[src/rtl/rv32i_types.sv]
// Shared CDB types: the registered broadcast packet and its field widths.
// The packet is sized for the widest supported configuration (8 requesters).
package rv32i_types;

    localparam int CDB_TAG_W  = 6;
    localparam int CDB_DATA_W = 32;
    localparam int CDB_SRC_W  = 3;

    typedef struct packed {
        logic [CDB_TAG_W-1:0]  tag;
        logic [CDB_DATA_W-1:0] data;
        logic                  we;
        logic [CDB_SRC_W-1:0]  src;
    } cdb_pkt_t;

endpackage

[src/rtl/rr_arbiter.sv]
// Combinational round-robin arbiter: rotate requests by ptr, pick the lowest set bit,
// rotate the index back. The pointer register lives in the parent.
module rr_arbiter #(
    parameter int N  = 4,
    parameter int IW = $clog2(N)
) (
    input  logic [N-1:0]  req,
    input  logic [IW-1:0] ptr,
    output logic [N-1:0]  gnt,
    output logic [IW-1:0] gnt_idx,
    output logic          any
);

    logic [2*N-1:0] w_dbl;
    logic [N-1:0]   w_rot;
    logic [IW-1:0]  w_off;
    logic [IW:0]    w_sum;

    assign w_dbl = {req, req} >> ptr;
    assign w_rot = w_dbl[N-1:0];
    assign any   = |req;

    always_comb begin
        w_off = '0;
        for (int k = N - 1; k >= 0; k--) begin
            if (w_rot[k]) begin
                w_off = IW'(k);
            end
        end
    end

    // Offset is relative to ptr, so add it back modulo N (N need not be a power of two).
    always_comb begin
        w_sum   = {1'b0, ptr} + {1'b0, w_off};
        gnt_idx = w_sum[IW-1:0];
        if (w_sum >= (IW + 1)'(N)) begin
            gnt_idx = IW'(w_sum - (IW + 1)'(N));
        end
        gnt          = '0;
        gnt[gnt_idx] = any;
    end

endmodule

[src/rtl/cdb_wb_arbiter.sv]
// Round-robin arbiter sharing the CDB / regfile write port among NUM_REQ completion sources.
// Optional statistics counters are built when CDB_ARB_STATS_EN is defined.
module cdb_wb_arbiter
    import rv32i_types::*;
#(
    parameter int NUM_REQ = 4,
    parameter int DATA_W  = CDB_DATA_W,
    parameter int TAG_W   = CDB_TAG_W,
    parameter int IDX_W   = $clog2(NUM_REQ)
) (
    input  logic                      clk,
    input  logic                      rst,
    input  logic [NUM_REQ-1:0]        req_valid,
    output logic [NUM_REQ-1:0]        req_ready,
    input  logic [NUM_REQ*TAG_W-1:0]  req_tag,
    input  logic [NUM_REQ*DATA_W-1:0] req_data,
    input  logic [NUM_REQ-1:0]        req_we,
    input  logic                      freeze_stall,
    input  logic                      flush,
    output logic                      cdb_valid,
    output logic [TAG_W-1:0]          cdb_tag,
    output logic [DATA_W-1:0]         cdb_data,
    output logic                      cdb_we,
    output logic [IDX_W-1:0]          cdb_src,
    output logic [31:0]               stat_stall,
    output logic [31:0]               stat_conflict
);

    cdb_pkt_t           r_pkt;
    logic               r_valid;
    logic [IDX_W-1:0]   r_rrPtr;

    logic [NUM_REQ-1:0] w_gnt;
    logic [IDX_W-1:0]   w_gntIdx;
    logic               w_any;
    logic               w_slotFree;
    logic               w_grantEn;
    logic               w_handshake;
    logic [TAG_W-1:0]   w_selTag;
    logic [DATA_W-1:0]  w_selData;
    logic               w_selWe;

    rr_arbiter #(.N(NUM_REQ), .IW(IDX_W)) u_rr (
        .req     (req_valid),
        .ptr     (r_rrPtr),
        .gnt     (w_gnt),
        .gnt_idx (w_gntIdx),
        .any     (w_any)
    );

    // Reset also suppresses the grant so req_ready reads 0 while rst is held.
    assign w_slotFree  = !r_valid || !freeze_stall;
    assign w_grantEn   = w_slotFree && !flush && !rst;
    assign w_handshake = w_grantEn && w_any;
    assign req_ready   = w_grantEn ? w_gnt : '0;

    always_comb begin
        w_selTag  = '0;
        w_selData = '0;
        w_selWe   = 1'b0;
        for (int i = 0; i < NUM_REQ; i++) begin
            if (w_gntIdx == IDX_W'(i)) begin
                w_selTag  = req_tag[i*TAG_W +: TAG_W];
                w_selData = req_data[i*DATA_W +: DATA_W];
                w_selWe   = req_we[i];
            end
        end
    end

    // Flush wins over everything; an empty or consumed slot refills on a handshake,
    // otherwise a consumed slot drops valid but keeps its payload.
    always_ff @(posedge clk or posedge rst) begin
        if (rst) begin
            r_pkt   <= '0;
            r_valid <= 1'b0;
            r_rrPtr <= '0;
        end else if (flush) begin
            r_valid <= 1'b0;
        end else if (w_handshake) begin
            r_valid    <= 1'b1;
            r_pkt.tag  <= CDB_TAG_W'(w_selTag);
            r_pkt.data <= CDB_DATA_W'(w_selData);
            r_pkt.we   <= w_selWe && (w_selTag != '0);
            r_pkt.src  <= CDB_SRC_W'(w_gntIdx);
            r_rrPtr    <= (w_gntIdx == IDX_W'(NUM_REQ - 1)) ? '0 : w_gntIdx + 1'b1;
        end else if (r_valid && !freeze_stall) begin
            r_valid <= 1'b0;
        end
    end

    assign cdb_valid = r_valid;
    assign cdb_tag   = TAG_W'(r_pkt.tag);
    assign cdb_data  = DATA_W'(r_pkt.data);
    assign cdb_we    = r_pkt.we;
    assign cdb_src   = IDX_W'(r_pkt.src);

`ifdef CDB_ARB_STATS_EN
    logic [31:0] r_statStall;
    logic [31:0] r_statConflict;

    // Saturating event counters: held-slot cycles and multi-requester cycles.
    always_ff @(posedge clk or posedge rst) begin
        if (rst) begin
            r_statStall    <= '0;
            r_statConflict <= '0;
        end else begin
            if (r_valid && freeze_stall && (r_statStall != '1)) begin
                r_statStall <= r_statStall + 32'd1;
            end
            if (($countones(req_valid) > 1) && (r_statConflict != '1)) begin
                r_statConflict <= r_statConflict + 32'd1;
            end
        end
    end

    assign stat_stall    = r_statStall;
    assign stat_conflict = r_statConflict;
`else
    assign stat_stall    = '0;
    assign stat_conflict = '0;
`endif

endmodule

[config.mk]
export PLATFORM = sky130hd
export DESIGN_NAME = cdb_wb_arbiter
export DESIGN_NICKNAME = d
export VERILOG_FILES = /design/src/rtl/rv32i_types.sv /design/src/rtl/rr_arbiter.sv /design/src/rtl/cdb_wb_arbiter.sv
export SDC_FILE = /design/constraint.sdc
export NUM_CORES = 1
export LEC_CHECK = 0
export CORE_MARGIN = 8
export CORE_UTILIZATION = 37
export DETAILED_ROUTE_END_ITERATION = 8
export PLACE_DENSITY = 0.89
export SYNTH_ARGS = -nofsm -noshare
export SYNTH_HDL_FRONTEND = slang
export SYNTH_SLANG_ARGS = --single-unit
[constraint.sdc]
create_clock -name clk -period 7.5 [get_ports clk]
set_clock_uncertainty 0.2 [all_clocks]
set_input_delay 1.125 -clock clk [delete_from_list [all_inputs] [get_ports clk]]
set_output_delay 1.125 -clock clk [all_outputs]
set_load 0.005 [all_outputs]
Word level (Yosys, flattened, before mapping)
Index checks and enable logic that the tools add are counted.
{"block": "word_totals", "regBits": 44, "input_bits": 164}
{"block": "op_classes", "n_addsub": 3, "n_lt_le_gt_ge": 3, "eq_ne": 3, "shifts": 1, "muxes": 24, "bitwise": 2, "reduce_logical": 16}
{"cell": "$mux W32", "n": 4}
{"cell": "$mux W6", "n": 4}
{"cell": "$mux W2", "n": 6}
{"cell": "$mux W1", "n": 8}
{"cell": "$shr A8 B2 Y4", "n": 1}
{"cell": "$logic_and A1 B1 Y1", "n": 6}
{"cell": "$reduce_bool A6 Y1", "n": 1}
{"cell": "$and A4 B4 Y4", "n": 1}
{"cell": "$eq A2 B2 Y1 const B", "n": 2}
{"cell": "$logic_not A1 Y1", "n": 4}
{"cell": "$mux W4", "n": 1}
{"cell": "$reduce_or A4 Y1", "n": 1}
{"cell": "$add A2 B2 Y3", "n": 1}
{"cell": "$ge A3 B3 Y1 const B", "n": 1}
{"cell": "$lt A2 B3 Y1 const B", "n": 1}
{"cell": "$reduce_bool A3 Y1", "n": 1}
{"cell": "$add A2 B1 Y2 const B", "n": 1}
{"cell": "$demux W1 S2", "n": 1}
{"cell": "$eq A2 B1 Y1 const B", "n": 1}
{"cell": "$ge A2 B1 Y1 const B", "n": 1}
{"cell": "$logic_not A2 Y1", "n": 1}
{"cell": "$reduce_and A2 Y1", "n": 1}
{"cell": "$sub A2 B1 Y2 const B", "n": 1}
{"cell": "$logic_or A1 B1 Y1", "n": 1}
{"cell": "$not A1 Y1", "n": 1}

Longest topological paths before layout
Gate-level depths: netlist of run 1.
{"block": "depth", "ltp_word": 15, "depth_mapped": 19, "ltp_nobuf": 15}

Cells and area by module
A second synthesis of run 1 with hierarchy kept.
{"block": "hier_totals", "cells_unflattened": 452, "hier_area_um2": 3663.5}
{"module": "cdb_wb_arbiter", "n_inst": 1, "cells_per_inst": 413, "area_each_um2": 3388.2, "seq_area_each_um2": 1101.1}
{"module": "rr_arbiter", "n_inst": 1, "cells_per_inst": 39, "area_each_um2": 275.3, "seq_area_each_um2": 0.0}

Worst setup path before layout of run 1
No wires, ideal clock.
{"block": "synth_path", "kind": "input-to-output", "from": "in req_valid[1]", "to": "out req_ready[1]", "arrival_ps": 3116, "setup_slack_ps": 3059, "path_stages": 12, "path_cell_list": "buf_2 -> nor2_1 -> or4_1 -> o2111ai_1 -> ha_1 -> xnor2_1 -> and3_1 -> or2_1 -> ha_1 -> buf_2 -> clkbuf_1 -> and2_1"}
{"block": "synth_via", "elab_chain_cells": 14, "word_cells_on_any_way": 17, "classes_between": "add/sub (2); order compare (3); shift (1); mux (8); bitwise (1); reduce/logical (2)"}
{"item": "from (decl)", "line_no": "cdb_wb_arbiter.sv:13", "text": "input logic [NUM_REQ-1:0] req_valid,"}
{"item": "$shr A8 B2 Y4", "line_no": "rr_arbiter.sv:19", "text": "assign w_dbl = {req, req} >> ptr;"}
{"item": "$mux W2 (4 in series)", "line_no": "rr_arbiter.sv:26", "text": "if (w_rot[k]) begin"}
{"item": "$add A2 B2 Y3", "line_no": "rr_arbiter.sv:34", "text": "w_sum = {1'b0, ptr} + {1'b0, w_off};"}
{"item": "$ge A3 B3 Y1 / $sub A2 B1 Y2 (equally long branches)", "line_no": "rr_arbiter.sv:36, rr_arbiter.sv:37"}
{"item": "$mux W2", "line_no": "rr_arbiter.sv:36", "text": "if (w_sum >= (IW + 1)'(N)) begin"}
{"item": "$lt A2 B3 Y1 (not written as such) / $ge A2 B1 Y1 (equally long branches)", "line_no": "rr_arbiter.sv:40", "text": "gnt[gnt_idx] = any;"}
{"item": "$logic_and A1 B1 Y1 (not written as such)", "line_no": "rr_arbiter.sv:40"}
{"item": "$mux W1 (not written as such)", "line_no": "rr_arbiter.sv:40"}
{"item": "$demux W1 S2"}
{"item": "$and A4 B4 Y4 (no line) (*)"}
{"item": "$mux W4 (*)", "line_no": "cdb_wb_arbiter.sv:55", "text": "assign req_ready = w_grantEn ? w_gnt : '0;"}
{"item": "to (decl)", "line_no": "cdb_wb_arbiter.sv:14", "text": "output logic [NUM_REQ-1:0] req_ready,"}
Every way passes the cells marked *; elsewhere a longest branch is shown, timed or not.

Worst setup path in the final report of run 1
Ends and elaborated chain as after synthesis.

==> flow_metrics.env, run 1 <==
export IMPL_ant_nets=0
export IMPL_grt_first_pass_wirelength_mm=20.31
export IMPL_hold_violations=0
export IMPL_synth_cells=442
export IMPL_r2r_end="cdb_we$_DFFE_PP0P_"
export IMPL_drc=0
export IMPL_rsz0062_at_grt="false"
export IMPL_track_usage_pct=19.04
export IMPL_grt_max_degree=83
export IMPL_period_needed_ps=5982
export IMPL_swShare_pct=46.40
export IMPL_post_place_ws_ps=1524
export IMPL_rows=35
export IMPL_status="completed"
export IMPL_finalSetupTns_ps=0
export IMPL_worstSetupEndpointType="primary output"
export IMPL_place_gp_congestion=0.8612
export IMPL_place_area_um2=5353
export IMPL_crit_path_max_fanout=42
export IMPL_power_internal_mw=1.147
export IMPL_syn_area_per_cell_um2=7.935
export IMPL_min_to="cdb_data[17]$_DFFE_PP0P_"
export IMPL_tritoncts="built"
export IMPL_ys_ff_latch=44
export IMPL_path_clk_slew_ps=90
export IMPL_pin_count=274
export IMPL_rrSetupSlack_ps=3210
export IMPL_final_cell_mix="clkdlybuf4s50_1, conb_1, nand2_1, dfrtp_1, a21oi_1"
export IMPL_required_ps=6170
export IMPL_ff2ff_path_depth=12
export IMPL_holdBufCountCts=0
export IMPL_clkSinkCount=44
export IMPL_pwr_share_seq_pct=18.8
export IMPL_power_frac_clock_pct=8.6
export IMPL_cts_root_buf="clkbuf_8"
export IMPL_setup_viol=0
export IMPL_yosysSeqAreaShare_pct=31.39
export IMPL_total_leakage_power_nw=2.227
export IMPL_power_switching_mw=0.9927
export IMPL_finalCritPeriodShare_pct=79.76
export IMPL_worstReg2RegStart="r_rrPtr[0]$_DFFE_PP0P_"
export IMPL_combPwrFrac_pct=72.6
export IMPL_worst_slack_ps=1518
export IMPL_synth_warnings=0
export IMPL_tightest_slew_ps=967.6
export IMPL_cp_data_arrival_time_ps=4660
export IMPL_antenna_found_initial=0
export IMPL_postLayoutCellArea_um2=5468
export IMPL_hold_start="cdb_data[17]$_DFFE_PP0P_"
export IMPL_ff_latch_area_um2=1101
export IMPL_synth_distinct_cells=39
export IMPL_hold_ws_ps=285.2
export IMPL_die_w_um=113.4
export IMPL_relSlewSlack_pct=35.35
export IMPL_final_util_pct=59.17
export IMPL_final_common_cell="clkdlybuf4s50_1"
export IMPL_drt_initial_drc_count=245
export IMPL_dp_hpwl_mm=10.06
export IMPL_diodes=0
export IMPL_ctsLongestPathBuffers=2
export IMPL_crit_path_start_kind="input port"
export IMPL_clk_latency_ps=290
export IMPL_routed_wl_mm=12.82
export IMPL_post_cts_setup_buffers=0
export IMPL_fmax_mhz=167.2
export IMPL_fillerInstances=826
export IMPL_power_mw=2.139
export IMPL_powerDensity_nw_per_um2=391.3
export IMPL_io_buffers=209
export IMPL_syn_area_um2=3507
export IMPL_vias=3773
export IMPL_hold_depth=2
export IMPL_critPathKind="input port to primary output"
export IMPL_nets=790
export IMPL_cts_resized_gates=0
export IMPL_dp_cells=743
export IMPL_overflow=0
export IMPL_instances_no_fill=751
export IMPL_start_util_pct=37.96
export IMPL_drive_above_1_share_pct=3.055
export IMPL_area_growth_pct=55.90
export IMPL_dr_pass1_iters=4
export IMPL_wl_per_cell_um=17.08
export IMPL_multi_input_area_um2=1961
export IMPL_coreArea_um2=9240
export IMPL_drv_cap=0
export IMPL_dieArea_um2=12850
export IMPL_htreeDepth=2
export IMPL_vias_per_cell=5.024
export IMPL_first_global_vias=4028
export IMPL_cts_buffers_inserted=5
export IMPL_slew_viol_final=0
export IMPL_die_h_um=113.4
export IMPL_max_vdd_ir_drop_mv=0.3337
export IMPL_hold_class="flop to flop"
## synth_stat cells, drive strengths merged
| cell | count | share of area (%) |
|---|---|---|
| buf | 82 | 17 |
| nand2 | 48 | 5.1 |
| dfrtp | 44 | 31 |
| a21oi | 38 | 5.4 |
| o21ai | 36 | 5.1 |
| a221oi | 34 | 8.5 |
| nor2b | 34 | 6.1 |
| nor3 | 34 | 4.9 |
| clkbuf | 21 | 2.4 |
| nor2 | 16 | 1.7 |
| o22ai | 8 | 1.4 |
| a211oi | 5 | 1.4 |
| a22oi | 5 | 1.1 |
| ha | 5 | 1.8 |
| a21o | 4 | 0.86 |
| inv | 4 | 0.43 |
| and2 | 3 | 0.54 |
| nand2b | 2 | 0.36 |
| nand3b | 2 | 0.43 |
| nor4 | 2 | 0.36 |
| nor4b | 2 | 0.50 |
| o31ai | 2 | 0.43 |
| a21boi | 1 | 0.21 |
| a31oi | 1 | 0.18 |
| and3 | 1 | 0.18 |
| conb | 1 | 0.11 |
| o2111ai | 1 | 0.25 |
| o21bai | 1 | 0.21 |
| o311ai | 1 | 0.25 |
| o41ai | 1 | 0.46 |
| or2 | 1 | 0.18 |
| or4 | 1 | 0.21 |
| xnor2 | 1 | 0.25 |
## cell type report
cell class,instances,share of cell area [%]
Sequential cell,44,20.14
Clock buffer,5,1.259
Clock inverter,3,0.8467
Tap cell,129,2.952
Timing Repair Buffer,212,38.67
Multi-Input combinational cell,354,35.86
Inverter,4,0.2746
## critical path, stage by stage
cell,delay [ps]
clkdlybuf4s50_1,670
nor2_1,120
or4_1,410
o2111ai_1,100
ha_1,190
xnor2_1,130
and3_1,220
or2_1,160
ha_2,790
and2_1,230
clkdlybuf4s50_1,500
## power groups by stage
stage                     clock (mW)  sequential [mW]  combinational, mW
after CTS                      0.191            0.402               1.57
after detailed placement           0            0.407               1.56
final                          0.185            0.402               1.55
after global routing           0.201            0.415               1.74
after global placement             0            0.398               1.50
after floorplan                    0            0.399               1.06
## registers in the layout, summed over array words and instances, names as in the netlist
name       flops
cdb_valid      1
r_rrPtr        2
cdb_tag        6
cdb_we         1
cdb_data      32
cdb_src        2
## how the worst max path moves through the flow
stage                 start           end  slack [ps]  depth (start not counted)
2_1_floorplan  req_valid[1]  req_ready[1]        3060                         12
3_3_place_gp   req_valid[1]  req_ready[1]        1700                         11
3_5_place_dp   req_valid[1]  req_ready[1]        1520                         11
4_1_cts        req_valid[1]  req_ready[1]        1510                         11
5_1_grt        req_valid[1]  req_ready[1]        1310                         11
6_report       req_valid[1]  req_ready[1]        1520                         11
## metal layers
metal  track usage (%)  up-vias  routed length [µm]
met5                 0        -                   0
met4             7.549        0                 402
met3             4.633       31                 909
met2             33.73      186                6472
met1             21.46     1753                5040
li1                  -     1803                   -
## logic make-up after synthesis
| logic type | count (synthesis) | share of synthesized area [%] |
|---|---|---|
| xor+xnor | 1 | 0.2498 |
| buf+inv | 107 | 20.12 |
| simple gates | 146 | 20.59 |
| compound gates | 138 | 25.76 |
| other cells | 1 | 0.1069 |
| flops | 44 | 31.40 |
| fa+ha+maj | 5 | 1.784 |
Note: power is estimated with default switching activity, not from simulation.
==> inputs of run 2 (changes only) <==
--- a/config.mk
+++ b/config.mk
@@ -6,9 +6,9 @@
 export NUM_CORES = 1
 export LEC_CHECK = 0
 export CORE_MARGIN = 8
-export CORE_UTILIZATION = 37
+export CORE_UTILIZATION = 34
 export DETAILED_ROUTE_END_ITERATION = 8
-export PLACE_DENSITY = 0.89
+export PLACE_DENSITY = 0.83
 export SYNTH_ARGS = -nofsm -noshare
 export SYNTH_HDL_FRONTEND = slang
 export SYNTH_SLANG_ARGS = --single-unit
==> constraint.sdc (replaced) <==
create_clock -name clk -period 5.7 [get_ports clk]
set_clock_uncertainty 0.2 [all_clocks]
set_input_delay 0.855 -clock clk [delete_from_list [all_inputs] [get_ports clk]]
set_output_delay 0.855 -clock clk [all_outputs]
set_load 0.005 [all_outputs]
==> flow_metrics.env, run 2 (same netlist as run 1, synthesis figures left out) <==
export IMPL_worstReg2RegStart="r_rrPtr[0]$_DFFE_PP0P_"
export IMPL_relSlewSlack_pct=34.90
export IMPL_finalCritPeriodShare_pct=88.95
export IMPL_ant_nets=0
export IMPL_rsz0062_at_grt="false"
export IMPL_r2r_end="cdb_data[14]$_DFFE_PP0P_"
export IMPL_routed_wl_mm=13.07
export IMPL_grt_max_degree=83
export IMPL_final_common_cell="clkdlybuf4s50_1"
export IMPL_hold_ws_ps=287.0
export IMPL_dr_pass1_iters=4
export IMPL_critPathMaxStageDelay_ps=650
export IMPL_tritoncts="built"
export IMPL_track_usage_pct=18.06
export IMPL_final_util_pct=53.71
export IMPL_start_util_pct=34.43
export IMPL_setup_viol=0
export IMPL_cts_resized_gates=0
export IMPL_holdBufCountCts=0
export IMPL_nets=792
export IMPL_ctsLongestPathBuffers=2
export IMPL_dp_cells=752
export IMPL_first_global_vias=4041
export IMPL_pin_count=274
export IMPL_path_clk_slew_ps=80
export IMPL_wl_per_cell_um=17.20
export IMPL_required_ps=4640
export IMPL_crit_path_max_fanout=18
export IMPL_clk_latency_ps=300
export IMPL_worstSetupEndpointType="primary output"
export IMPL_drv_cap=0
export IMPL_total_leakage_power_nw=2.227
export IMPL_die_h_um=117.6
export IMPL_worst_slack_ps=630.0
export IMPL_drt_initial_drc_count=134
export IMPL_htreeDepth=2
export IMPL_worst_path_stages=11
export IMPL_path_common_cell="clkdlybuf4s50_1"
export IMPL_die_w_um=117.6
export IMPL_ff2ff_path_depth=13
export IMPL_vias=3803
export IMPL_period_needed_ps=5070
export IMPL_tightest_slew_ps=976.5
export IMPL_critPathKind="input port to primary output"
export IMPL_hold_class="flop to flop"
export IMPL_slowest_stage="clkdlybuf4s50_1"
export IMPL_cts_buffers_inserted=5
export IMPL_powerDensity_nw_per_um2=509.2
export IMPL_cp_data_arrival_time_ps=4010
export IMPL_power_switching_mw=1.296
export IMPL_io_buffers=209
export IMPL_crit_chain="clkdlybuf4s50_1 > nor2_1 > or4_1 > o2111ai_1 > ha_1 > xnor2_1 > and3_1 > or2_1 > ha_2 > and2_1 > clkdlybuf4s50_1"
export IMPL_post_place_ws_ps=652.6
export IMPL_final_cell_mix="clkdlybuf4s50_1, conb_1, nand2_1, dfrtp_1, a21oi_1"
export IMPL_hold_violations=0
export IMPL_instances_no_fill=760
export IMPL_drc=0
export IMPL_area_growth_pct=55.98
export IMPL_overflow=0
export IMPL_coreArea_um2=10180
export IMPL_dieArea_um2=13820
export IMPL_power_internal_mw=1.489
export IMPL_crit_path_start_kind="input port"
export IMPL_antenna_found_initial=0
export IMPL_cts_root_buf="clkbuf_8"
export IMPL_diodes=0
export IMPL_pwr_share_seq_pct=18.9
export IMPL_max_vdd_ir_drop_mv=0.2328
export IMPL_post_cts_setup_buffers=0
export IMPL_largest_reg_flops=32
export IMPL_finalSetupTns_ps=0
export IMPL_clkSinkCount=44
export IMPL_place_gp_congestion=0.8201
export IMPL_vias_per_cell=5.004
export IMPL_slew_viol_final=0
export IMPL_dp_hpwl_mm=10.22
export IMPL_crit_path_start="req_valid[1]"
export IMPL_rrSetupSlack_ps=1760
export IMPL_power_frac_clock_pct=7.6
export IMPL_worst_path_dominant_cell_family="buffers and inverters"
export IMPL_cp_endpoint="req_ready[1]"
export IMPL_fmax_mhz=197.2
export IMPL_crit_buf_inv=2
export IMPL_status="completed"
export IMPL_combPwrFrac_pct=73.5
export IMPL_drive_above_1_share_pct=3.205
export IMPL_rows=37
export IMPL_grt_first_pass_wirelength_mm=20.67
export IMPL_swShare_pct=46.52
==> run 2: worst min-delay path by stage <==
stage,depth (start not counted),to,start
floorplan,2,cdb_tag[0]$_DFFE_PP0P_,cdb_tag[0]$_DFFE_PP0P_
global placement,1,cdb_tag[3]$_DFFE_PP0P_,cdb_tag[3]$_DFFE_PP0P_
detailed placement,2,cdb_data[22]$_DFFE_PP0P_,cdb_data[22]$_DFFE_PP0P_
CTS,1,cdb_tag[2]$_DFFE_PP0P_,cdb_tag[2]$_DFFE_PP0P_
global route,1,cdb_tag[2]$_DFFE_PP0P_,cdb_tag[2]$_DFFE_PP0P_
finish,2,cdb_data[22]$_DFFE_PP0P_,cdb_data[22]$_DFFE_PP0P_
==> run 2: layout make-up <==
| cell class | count | area (µm²) |
|---|---|---|
| Fill cell | 932 | 4715 |
| Sequential cell | 44 | 1101 |
| Inverter | 4 | 15.01 |
| Timing Repair Buffer | 214 | 2130 |
| Multi-Input combinational cell | 354 | 1961 |
| Tap cell | 136 | 170.2 |
| Clock buffer | 7 | 86.33 |
| Clock inverter | 1 | 7.507 |
==> run 2: power by group through the flow <==
stage                     registers, mW  clock network [mW]  logic, mW
after global routing              0.546               0.238       2.30
after detailed placement          0.533                   0       2.06
after floorplan                   0.526                   0       1.39
final                             0.527               0.211       2.05
after CTS                         0.528               0.223       2.06
after global placement            0.524                   0       1.99
==> run 2: worst register-to-register path, delay by kind of cell, from the launching register on <==
kind            cells  cell delay [ps]
compound gates      5              570
xor+xnor            1              150
fa+ha+maj           2              520
buf+inv             1              370
flops               1              500
simple gates        4             1530
==> run 2: per-layer routing <==
metal / global-route usage, % / vias up / wire [µm]
met4: 4.724 / 0 / 180
met5: 0 / - / 0
met1: 19.56 / 1788 / 5200
li1: - / 1811 / -
met3: 4.173 / 12 / 796
met2: 34.26 / 192 / 6894
==> run 2: stage by stage <==
| step | area, µm² | total power [mW] |
|---|---|---|
| after CTS | 5470 | 2.815 |
| after global routing | 5470 | 3.080 |
| after detailed placement | 5376 | 2.590 |
| final | 5470 | 2.785 |
| after floorplan | 3744 | 1.915 |
| after global placement | 5376 | 2.514 |
==> edit 1, RTL diff (flow settings as in run 2) <==
The option `CDB_ARB_STATS_EN` is turned on by a define.
--- a/src/rtl/cdb_wb_arbiter.sv
+++ b/src/rtl/cdb_wb_arbiter.sv
@@ -2,2 +2,4 @@
 // Optional statistics counters are built when CDB_ARB_STATS_EN is defined.
+`define CDB_ARB_STATS_EN
+
 module cdb_wb_arbiter
Formal check against the unedited RTL: not equivalent (a bounded check fails within 4 cycles, from zero or initial values and one cycle with rst high).
==> edit 1 against run 2 <==
- clock power grew to 2.9 times the old value
- global-route usage increased by 0.40 points
- cell area increased by 68%
- non-clock buffer count is 67 higher
- final cell count rose by 49%
- synthesized cell count is 45% higher
- power up 53%
- area after synthesis increased by 70%
- critical endpoint unchanged
- routed wire length rose by 56%
- core utilization decreased by 0.33 points
- largest cell class is now multi-input gates
- sequential cell count is 64 higher
- worst setup slack improved by 0.075 ns
==> edit 1: results <==
group,metric,value,unit
power,internal_power,2.44,mW
synth,ys_types,47,
place,place_inst,1111,
run_status,status,"finished, final reports clean",
critical_path,arrival,3.94,ns
grt,grt_pass1_wl,32300,µm
synth,syn_inst,642,
critical_path,r2r-start,"r_rrPtr[1]$_DFFE_PP0P_",
critical_path,worstSetupStartpoint,"req_valid[0]",
route,avgRoutedWirePerCell,18.0,µm
clocking,insertion_delay,0.35,ns
clocking,cts_max_level,3,
critical_path,max_stage_delay,0.56,ns
critical_path,timing.rr.end,"cdb_we$_DFFE_PP0P_",
route,dr_total_vias,5953,
grt,grt_pass1_vias,6148,
final_layout,drive_above_1_share,4.88,%
place,globalplace.congestion,0.837,
place,pre_cts_ws,0.694,ns
route,routed_wl,20400,µm
power,leakagePower,3.59,nW
critical_path,critPathMaxFanout,10,
place,io_buffer_count,273,
synth,ys_seq_area_share,45.3,%
place,dp_hpwl,16200,µm
critical_path,rrSetupSlack,1.95,ns
grt,grt_max_degree,85,
[edit 1: cell count changes after synthesis, sizes merged, moves of 13 or more]
cell    delta
buf       -79
dfrtp     +64
xnor2     +46
nand4     +28
nand2     +27
nand3     +23
xor2      +15
clkbuf    +13
[edit 1: cells by family (layout without fill, tap and decap cells)]
logic type | count (synthesis) | in the layout | synth area share (%)
fa+ha+maj | 9 | 9 | 2.01
xor+xnor | 62 | 62 | 9.11
compound gates | 147 | 147 | 16.4
buf+inv | 45 | 305 | 3.08
simple gates | 268 | 268 | 23.5
mux | 3 | 3 | 0.567
other cells | 0 | 4 | 0
flops | 108 | 108 | 45.3
[edit 1: final cells by class]
cell class	count	area [µm²]	area share [%]
Antenna cell	4	10.0	0.109
Clock buffer	9	225	2.45
Clock inverter	7	67.6	0.734
Inverter	8	32.5	0.354
Multi-Input combinational cell	489	3090	33.6
Sequential cell	108	2700	29.4
Tap cell	225	282	3.06
Timing Repair Buffer	281	2790	30.4
[edit 1: layer usage]
metal	share of wire [%]	GRT usage, %	up-vias
li1	-	-	2861
met1	39	20.8	2828
met2	49	31.0	235
met3	8.9	6.26	29
met4	2.9	8.52	0
met5	0	0	-
[edit 1: power by group through the flow]
stage | sequential (mW) | combinational [mW] | clock (mW)
5_1_grt | 1.11 | 2.87 | 0.668
3_5_place_dp | 1.10 | 2.56 | 0
2_1_floorplan | 1.09 | 1.63 | 0
6_report | 1.09 | 2.56 | 0.619
4_1_cts | 1.09 | 2.57 | 0.637
3_3_place_gp | 1.09 | 2.52 | 0
[edit 1: critical path: cells and delay by family]
kind	cells	cell delay, ns
buffers and inverters	3	1.21
adders and majority gates	2	0.61
xor gates and xnor gates	2	0.56
and+or+nand+nor	2	0.36
AOI/OAI and AO/OA	3	0.32
[edit 1: worst min path at each step]
stage / start / end / slack [ns] / depth (start not counted)
2_1_floorplan: cdb_tag[3]$_DFFE_PP0P_ / cdb_tag[3]$_DFFE_PP0P_ / 0.27 / 2
3_3_place_gp: cdb_tag[3]$_DFFE_PP0P_ / cdb_tag[3]$_DFFE_PP0P_ / 0.26 / 2
3_5_place_dp: cdb_tag[5]$_DFFE_PP0P_ / cdb_tag[5]$_DFFE_PP0P_ / 0.26 / 2
4_1_cts: cdb_tag[5]$_DFFE_PP0P_ / cdb_tag[5]$_DFFE_PP0P_ / 0.28 / 2
5_1_grt: cdb_tag[5]$_DFFE_PP0P_ / cdb_tag[5]$_DFFE_PP0P_ / 0.30 / 2
6_report: cdb_tag[5]$_DFFE_PP0P_ / cdb_tag[5]$_DFFE_PP0P_ / 0.28 / 2
==> edit 2, RTL diff (settings of run 2) <==
Without the edit above. Set the parameter `NUM_REQ` to 2 (it was 4).
--- a/src/rtl/cdb_wb_arbiter.sv
+++ b/src/rtl/cdb_wb_arbiter.sv
@@ -5,3 +5,3 @@
 #(
-    parameter int NUM_REQ = 4,
+    parameter int NUM_REQ = 2,
     parameter int DATA_W  = CDB_DATA_W,
Ports: changed (6 resized); port bits go from 274 to 191. The function was not compared with the original's and may differ.
==> edit 2 against run 2 <==
- area after synthesis fell by 29%
- power decreased by 65%
- critical endpoint is now req_ready[0]
- clock power is 9% higher
- cell area is 33% lower
- core utilization shrank 2.8 points
- worst setup slack improved by 1.2 ns
- routed wire length shrank 48%
- hold slack better by 0.014 ns
- largest power group is now sequential cells
- sequential cell count shrank 2
==> edit 2: results <==
group,metric,value,unit
clocking,insertion_delay,0.28,ns
critical_path,rrSetupSlack,3.57,ns
place,globalplace.congestion,0.743,
route,viasPerCell,4.21,
route,met1_length,2360,µm
synth,synth_mux_area_share,15.3,%
grt,gr-usage-met2,22.5,%
synth,synth_top_cells_by_area,"dfrtp_1 (42%), buf_4 (20%), mux2i_1 (15%)",
final_layout,register_area,1050,µm²
synth,ys_types,22,
min_path,hold_end,"cdb_src$_DFFE_PP0P_",
grt,grt_max_degree,51,
power,vdd_drop_max,0.120,mV
min_path,min_from,"cdb_src$_DFFE_PP0P_",
route,avgRoutedWirePerCell,14.3,µm
final_layout,nets,461,
power,p_total,975,µW
place,io_buffer_count,126,
route,wl_met2,3570,µm
power,seq_power,392,µW
synth,synth_xor_area_share,0,%
sta,slew_headroom,40.2,%
critical_path,timing.rr.end,"cdb_data[16]$_DFFE_PP0P_",
place,pre_cts_ws,1.85,ns
power,internal_power,706,µW
grt,grt_use_total,12.6,%
critical_path,r2r_cells,4,
synth,syn_inst,256,
critical_path,critPathMaxFanout,34,
synth,synth-adder-area-share,0.453,%
route,wl_met3,791,µm
power,leakagePower,1.65,nW
grt,grtUsageMet3,5.36,%
synth,synth_compound_area_share,8.56,%
power,p_comb,354,µW
grt,grt_pass1_wl,10300,µm
synth,ys_seq_area_share,42.3,%
place,dp_hpwl,5660,µm
critical_path,arrival,2.80,ns
synth,synthTopCellsByCount,"buf_4 (67), nor2_1 (44), dfrtp_1 (42), a21oi_1 (38), mux2i_1 (38)",
sta,whs,0.301,ns
run_status,status,"finished, final reports clean",
sta,fin_ws,1.84,ns
## edit 2: changes by cell type after synthesis, moves of 8 or more
cell      change
clkbuf_1     -16
nand2_1      -46
nor3_1       -34
nor2b_1      -32
mux2i_1      +38
o22ai_1       -8
nor2_1       +28
o21ai_0      -32
a221oi_1     -34
## edit 2: layout make-up
class | instances | share of cell area, %
clock inverters | 1 | 0.821
clock buffers | 7 | 2.09
repair buffers | 129 | 35.1
inverters | 2 | 0.205
multi-input cells | 197 | 29.6
well taps | 99 | 3.39
flip-flops and latches | 42 | 28.7
## edit 2: kinds of logic (layout without fill, tap and decap cells)
family / Yosys count / after routing
buf+inv: 80 / 139
simple gates: 53 / 53
flops: 42 / 42
compound gates: 41 / 41
mux: 38 / 38
fa+ha+maj: 1 / 1
other cells: 1 / 64
## edit 2: worst min-delay path: stages, from the launching register on
cell,delay (ns)
dfrtp_1,0.34
nor2_1,0.05
nor2_1,0.07
